File: src/rtl/counter_ctrl.sv
// Command-driven control stage for a 4-bit up-counter: prescaled run, step, load.
// Define COUNTER_CTRL_AUTO_RELOAD_EN to reload the counter from reload_val on wrap.
module counter_ctrl #(
  parameter int DATA_W     = 4,
  parameter int PRESCALE_W = 8
) (
  input  logic                  CLK,
  input  logic                  RST,
  input  logic                  cmd_valid,
  output logic                  cmd_ready,
  input  logic [1:0]            cmd_op,
  input  logic [DATA_W-1:0]     cmd_data,
  input  logic [PRESCALE_W-1:0] prescale,
  input  logic [DATA_W-1:0]     cnt_in,
  output logic                  EN,
  output logic                  LOAD,
  output logic [DATA_W-1:0]     load_out,
  output logic                  wrap_pulse,
  output logic                  busy,
  output logic [1:0]            state_out
);

  typedef enum logic [1:0] {
    S_IDLE = 2'b00,
    S_RUN  = 2'b01,
    S_STEP = 2'b10,
    S_LOAD = 2'b11
  } state_t;

  localparam logic [1:0] OP_STOP = 2'b00;
  localparam logic [1:0] OP_RUN  = 2'b01;
  localparam logic [1:0] OP_STEP = 2'b10;
  localparam logic [1:0] OP_LOAD = 2'b11;

  state_t                state;
  state_t                ret_state;
  logic [PRESCALE_W-1:0] psc;
  logic                  acc;

  assign acc       = cmd_valid && cmd_ready;
  assign state_out = state;

`ifdef COUNTER_CTRL_AUTO_RELOAD_EN
  logic [DATA_W-1:0] reload_val;
  logic              ar_load;
  logic [DATA_W-1:0] cnt_nxt;

  // Counter value once the current EN/LOAD strobe has taken effect.
  always_comb begin
    cnt_nxt = cnt_in;
    if (EN)
      cnt_nxt = cnt_in + 1'b1;
    else if (LOAD)
      cnt_nxt = load_out;
  end
`endif

  always_ff @(posedge CLK) begin
    if (RST) begin
      state      <= S_IDLE;
      ret_state  <= S_IDLE;
      psc        <= '0;
      EN         <= 1'b0;
      LOAD       <= 1'b0;
      load_out   <= '0;
      wrap_pulse <= 1'b0;
      busy       <= 1'b0;
      cmd_ready  <= 1'b1;
`ifdef COUNTER_CTRL_AUTO_RELOAD_EN
      reload_val <= '0;
      ar_load    <= 1'b0;
`endif
    end else begin
      EN        <= 1'b0;
      LOAD      <= 1'b0;
      busy      <= 1'b0;
      cmd_ready <= 1'b1;
`ifdef COUNTER_CTRL_AUTO_RELOAD_EN
      ar_load    <= 1'b0;
      wrap_pulse <= (EN | ar_load) & (&cnt_in);
`else
      wrap_pulse <= EN & (&cnt_in);
`endif
      if (state == S_STEP || state == S_LOAD) begin
        state <= ret_state;
        psc   <= '0;
      end else if (acc) begin
        // An accepted command always wins over a due tick.
        psc <= '0;
        unique case (cmd_op)
          OP_STOP: state <= S_IDLE;
          OP_RUN:  state <= S_RUN;
          OP_STEP: begin
            state     <= S_STEP;
            ret_state <= state;
            EN        <= 1'b1;
            busy      <= 1'b1;
            cmd_ready <= 1'b0;
          end
          OP_LOAD: begin
            state     <= S_LOAD;
            ret_state <= state;
            LOAD      <= 1'b1;
            load_out  <= cmd_data;
            busy      <= 1'b1;
            cmd_ready <= 1'b0;
`ifdef COUNTER_CTRL_AUTO_RELOAD_EN
            reload_val <= cmd_data;
`endif
          end
        endcase
      end else if (state == S_RUN) begin
        if (psc >= prescale) begin
          psc <= '0;
`ifdef COUNTER_CTRL_AUTO_RELOAD_EN
          if (&cnt_nxt) begin
            LOAD     <= 1'b1;
            load_out <= reload_val;
            ar_load  <= 1'b1;
          end else begin
            EN <= 1'b1;
          end
`else
          EN <= 1'b1;
`endif
        end else begin
          psc <= psc + 1'b1;
        end
      end
    end
  end

endmodule

File: config.mk
export PLATFORM = sky130hd
export DESIGN_NAME = counter_ctrl
export DESIGN_NICKNAME = d
export VERILOG_FILES = /design/src/rtl/counter_ctrl.sv
export SDC_FILE = /design/constraint.sdc
export NUM_CORES = 1
export LEC_CHECK = 0
export CORE_MARGIN = 1.5
export CORE_UTILIZATION = 45
export DETAILED_ROUTE_END_ITERATION = 8
export PLACE_DENSITY = 0.9
export SLEW_MARGIN = 0
export SYNTH_ARGS = -nofsm -noshare
export SYNTH_HDL_FRONTEND = slang
export SYNTH_SLANG_ARGS = --single-unit
export TNS_END_PERCENT = 30
File: constraint.sdc
create_clock -name CLK -period 2.02 [get_ports CLK]
set_clock_uncertainty 0.2 [all_clocks]
set_input_delay 0.606 -clock CLK [delete_from_list [all_inputs] [get_ports CLK]]
set_output_delay 0.606 -clock CLK [all_outputs]
set_load 0.005 [all_outputs]
Word level (Yosys, flattened, before mapping)
Cells that the tools add are included.
{ "totals": {"ff_bits": 21, "latch_bits": 0, "ram_bits": 0, "romBits": 0, "inputBits": 21, "output_inout_bits": 11, "word_cells": 42, "mem_count": 0} }
{ "op_classes": {"add_sub_neg": 1, "multipliers": 0, "n_div": 0, "magnitude_cmp": 1, "eq_ne": 6, "n_shift": 0, "n_mux": 11, "bitwise": 3, "n_reduce_logical": 11} }
{ "ops": {"columns": ["op", "count"], "rows": [
  ["8-bit by 1-bit adder with 8-bit output (second input constant)", 1],
  ["2-bit == test (second input constant)", 4],
  ["8-bit >= comparator", 1],
  ["8-bit two-way mux", 1],
  ["2-bit case mux with 4 select lines", 1],
  ["1-bit two-way mux", 7],
  ["3-bit AND reduction", 2],
  ["3-bit OR reduction", 2],
  ["2-bit by 1-bit == test with 1-bit output (second input constant)", 2],
  ["2-bit two-way mux", 2],
  ["4-bit AND reduction", 1],
  ["2-bit OR reduction", 2],
  ["2-bit zero test", 1],
  ["1-bit NOT", 2],
  ["2-bit nonzero test", 1],
  ["1-bit AND", 1],
  ["1-bit logical AND", 1],
  ["1-bit logical OR", 1]
]} }

Logic depth before layout (Yosys ltp)
Gate-level depths: netlist of run 1.
{ "logic_depth": {"word_depth": 4, "ltp_mapped": 6, "depth_no_buf": 6} }

Worst setup path after synthesis of run 1
Ideal clock, no wire load.
{ "synth_path": {"path_type": "input -> register", "from": "in prescale[0]", "to": "reg psc[0]", "setup_ns": 0.064, "t_arrival_ns": 1.620, "required_time_ns": 1.756, "slack_ns": 0.136, "cell_stages": 5, "n_path_buf": 0, "cell_sequence": "ha_1 nor3b_1 o21ai_0 a211o_4 nor2_1"} }
{ "synth_between": {"elab_chain_cells": 2} }
{ "synth_lines": {"columns": ["item", "line", "source"], "rows": [
  ["start: declaration", "13", "input logic [PRESCALE_W-1:0] prescale,"],
  ["8-bit >= comparator", "113", "if (psc >= prescale) begin"],
  ["8-bit two-way mux", "113", null],
  ["end signal: assignment", "127", "psc <= psc + 1'b1;"],
  ["end: declaration", "37", "logic [PRESCALE_W-1:0] psc;"]
]} }
No other way between the ends.
A chain may end at the register's enable or synchronous reset.

Worst setup path after layout of run 1
{ "layout_path": {"from": "in prescale[4]", "to": "reg psc[5]"} }
Same word-level chain as after synthesis.

==> results.txt, run 1 <==
The number of warnings printed during yosys synthesis is 0. The most critical setup path has its startpoint at prescale[4]. The share of post-route cells with drive strength above 1 came out at 0.257. The number of top-level pins is 32.

The run finished with clean final reports. After floorplanning, the core was divided into 17 placement rows. The async set or reset register ratio after synthesis is 0. The clock insertion delay at the later pin of the skew report came out at 0.31 ns. The most used flip-flop cell after synthesis is sky130_fd_sc_hd__dfxtp_1. Data arrives at the worst endpoint at 2.04 ns.

TritonCTS built the clock tree. For this run, design rule violations remaining after detail routing come to 0. The via count of the first global-routing pass was 922. In this run, synthesis inferred 0 flip-flops with an integrated enable. The count of unique library cells instantiated by Yosys is 31. The first-pass GRT wire length came out at 3.72 mm. In the final design database the tool counted ~180 nets. In this run the critical register-to-register path is launched from psc[6]$_SDFFE_PP0N_. The largest voltage drop on the vdd net is 0.339 mV. The total leakage power came out at 0.684 nW. The most instantiated library cell after synthesis is sky130_fd_sc_hd__dfxtp_1.

The number of iterations in the first detailed-routing pass is 4. The largest individual stage delay along the critical path comes from the cell sky130_fd_sc_hd__clkdlybuf4s50_1. The detail-routed via count per cell came out at between 5 and 6. The clock slew seen by the registers of the worst setup and hold paths is roughly 0.12 ns. The worst min-delay path class is flop to flop. The total congestion overflow after global routing is 0. The x dimension of the die came out at 50.5 µm. The mapped cell area came out at slightly above 1000 µm². The final wirelength is 2.36 mm.

The achievable clock frequency is about 500 MHz. The weighted congestion reported at the end of routability-driven placement came out at approximately 0.82. The sequential area share after synthesis is 0.414. The number of violations reported at the end of detailed-routing iteration 0 came out at 13.

In the finished design, the share of the clock period the worst path needs comes to 0.981. Port buffering added 31 buffers. The commonest cells after synthesis are sky130_fd_sc_hd__dfxtp_1 (21), sky130_fd_sc_hd__nor2_1 (17), sky130_fd_sc_hd__inv_1 (10). The total nets after synthesis came out at about 140. The clock drives 21 sinks.

Hold repair after CTS inserted 0 buffers. sky130_fd_sc_hd__dfxtp_1 takes more of the synthesized area than any other cell. The hold violation total from the final report came out at 0. The count of max-cap constraint violations is 0. Counting every instance in the synthesized netlist gives 105.

The finished layout cell area is between 1500 and 2000 µm². The area of placed instances came out at 1390 µm². The largest net degree at the start of global routing came out at 13. The post-detailed-route wirelength per cell came out at 13.4 µm. The count of filler cells inserted in the layout came out at 171. Yosys attributes the largest share of cell area to sky130_fd_sc_hd__dfxtp_1 (41%), sky130_fd_sc_hd__ha_1 (11%), sky130_fd_sc_hd__nor2_1 (6.3%).

The buffer depth of the longest clock path came out at 2. The core area is 2170 µm². The initial utilization of the core area, before any placement, comes to 0.468.

The transition time of the tightest slew-check pin is 0.344 ns. The remaining max-slew budget at the tightest pin came out at 0.770. In this run the power density over the cells is about 500 nW/µm². Summing over every cut layer, the via total after detailed routing is a little under 900. CTS built an H-tree with a depth of 1.

The clock tree root buffer cell is sky130_fd_sc_hd__clkbuf_4. The critical path goes through clkdlybuf4s50_1 > inv_1 > ha_2 > a21oi_4 > o2bb2ai_4 > a211o_4 > nor2_2. For this run, the slowest stage of the critical path takes around 0.45 ns. The worst setup path is captured at a flop. The number of setup violations in the final report came out at 0. The synthesized design contains 21 register bits. Summed over all nets, the half-perimeter wirelength after detailed placement is roughly 1.7 mm. The total count of max-transition violations in the final report is 0.

The die covers about 2600 µm². The mean post-synth cell area is 9.68 µm². In this run the worst path has a maximum fanout of 8.

The vertical die dimension is just over 50 µm. The number of antenna violations at the first check in global routing is 0. The antenna violation net count after detailed routing came out at 0.

In this run the most critical hold path is launched from ret_state[1]$_SDFFE_PP0P_. The data required time of the critical path is 2.08 ns. Summing internal, switching and leakage power gives 0.768 mW. The proportion of netlist area held by the largest area contributor is 0.414. The worst setup path is of the input port to flop kind. Clock tree synthesis inserted a total of 3 buffers. The number of antenna diodes in the final layout is 0. For this run, the total global-route usage over all layers was measured as 0.195. From synthesis to final layout, the design area changed by 52.7%. The minimum clock period came out at approximately 2 ns. The worst setup path is launched from an input port.
==> worst max-delay path, delay by kind of cell <==
kind | cells | cell delay [ns]
AOI/OAI and AO/OA | 3 | 0.63
buffers and inverters | 2 | 0.49
adders and majority gates | 1 | 0.19
and+or+nand+nor | 1 | 0.12
==> state kept, by name, indices dropped and copies added, names as in the netlist <==
register    flops
psc             8
ret_state       2
cmd_ready       1
state_out       2
EN              1
LOAD            1
busy            1
wrap_pulse      1
load_out        4
==> worst paths after layout <==
check / endpoint / slack [ns] / depth (start not counted)
setup / recovery: psc[5]$_SDFFE_PP0N_ / 0.04 / 7
hold / removal: state_out[1]$_SDFFE_PP0P_ / 0.28 / 2
setup reg to reg: psc[5]$_SDFFE_PP0N_ / 0.26 / 6
hold reg to reg: state_out[1]$_SDFFE_PP0P_ / 0.28 / 2
==> area by class of cell <==
type / count / area, µm² / share of cell area
clock buffers: 3 / 22.5 / 0.0145
clock inverters: 1 / 5.00 / 0.00323
inverters: 10 / 37.5 / 0.0242
multi-input cells: 72 / 631 / 0.406
flip-flops and latches: 21 / 429 / 0.277
well taps: 28 / 35.0 / 0.0226
repair buffers: 41 / 392 / 0.252
==> per-stage QoR <==
step	cells	setup slack, ns	util	hold WS, ns	TNS [ns]
6_report	176	0.0393	0.715	0.277	0
5_1_grt	176	-0.00657	0.715	0.290	-0.00657
4_1_cts	174	0.00158	0.691	0.275	0
3_5_place_dp	168	-0.434	0.641	0.259	-4.44
3_3_place_gp	168	-0.401	0.641	0.246	-3.89
2_1_floorplan	105	0.136	-	0.232	0
==> repair_timing <==
action,4_1_cts,5_1_grt
setup endpoints to repair,11,11
gates resized for setup,18,15
cloned,0,0
buffers inserted,2,2
pin swaps,17,12
==> power breakdown <==
part / internal [mW] / total [mW] / switching (mW)
Combinational: 0.0826 / 0.136 / 0.0533
Clock: 0.0741 / 0.204 / 0.130
Sequential: 0.422 / 0.427 / 0.00507
==> layer usage <==
metal / track usage / vias to the layer above / wire length [µm]
met4: 0.0676 / 0 / 23
met2: 0.404 / 30 / 1220
met5: 0 / - / 0
li1: - / 444 / -
met1: 0.183 / 413 / 948
met3: 0.0387 / 3 / 165
==> layout by cell type (no fill, tap or decap), drive strengths merged, types with 2 or more instances in the layout <==
| master | n |
|---|---|
| a211o | 2 |
| a21oi | 3 |
| buf | 10 |
| clkbuf | 3 |
| clkdlybuf4s50 | 24 |
| dfxtp | 21 |
| dlygate4sd2 | 3 |
| dlymetal6s2s | 4 |
| ha | 9 |
| inv | 10 |
| mux2i | 6 |
| nand2 | 4 |
| nand4 | 5 |
| nand4b | 2 |
| nor2 | 17 |
| nor2b | 2 |
| nor3 | 2 |
| nor3b | 2 |
| o21ai | 2 |
| xor2 | 6 |
==> kinds of logic after synthesis <==
family / Yosys count / share of synthesized area
xor+xnor: 7 / 0.0603
compound gates: 12 / 0.0887
buf+inv: 12 / 0.0517
simple gates: 38 / 0.216
fa+ha+maj: 9 / 0.111
mux: 6 / 0.0591
flops: 21 / 0.414
(Power assumes the default switching activity.)
==> run 2, diff against run 1 <==
GPL_ROUTABILITY_DRIVEN = 0   (was not set)
==> results of run 2 <==
No change in the layout: final DEF, timing and power equal those of run 1.
==> run 3, diff against run 2 <==
CTS_CLUSTER_DIAMETER = 60   (was not set)
==> results of run 3 <==
No change in the layout: final DEF, timing and power equal those of run 1.
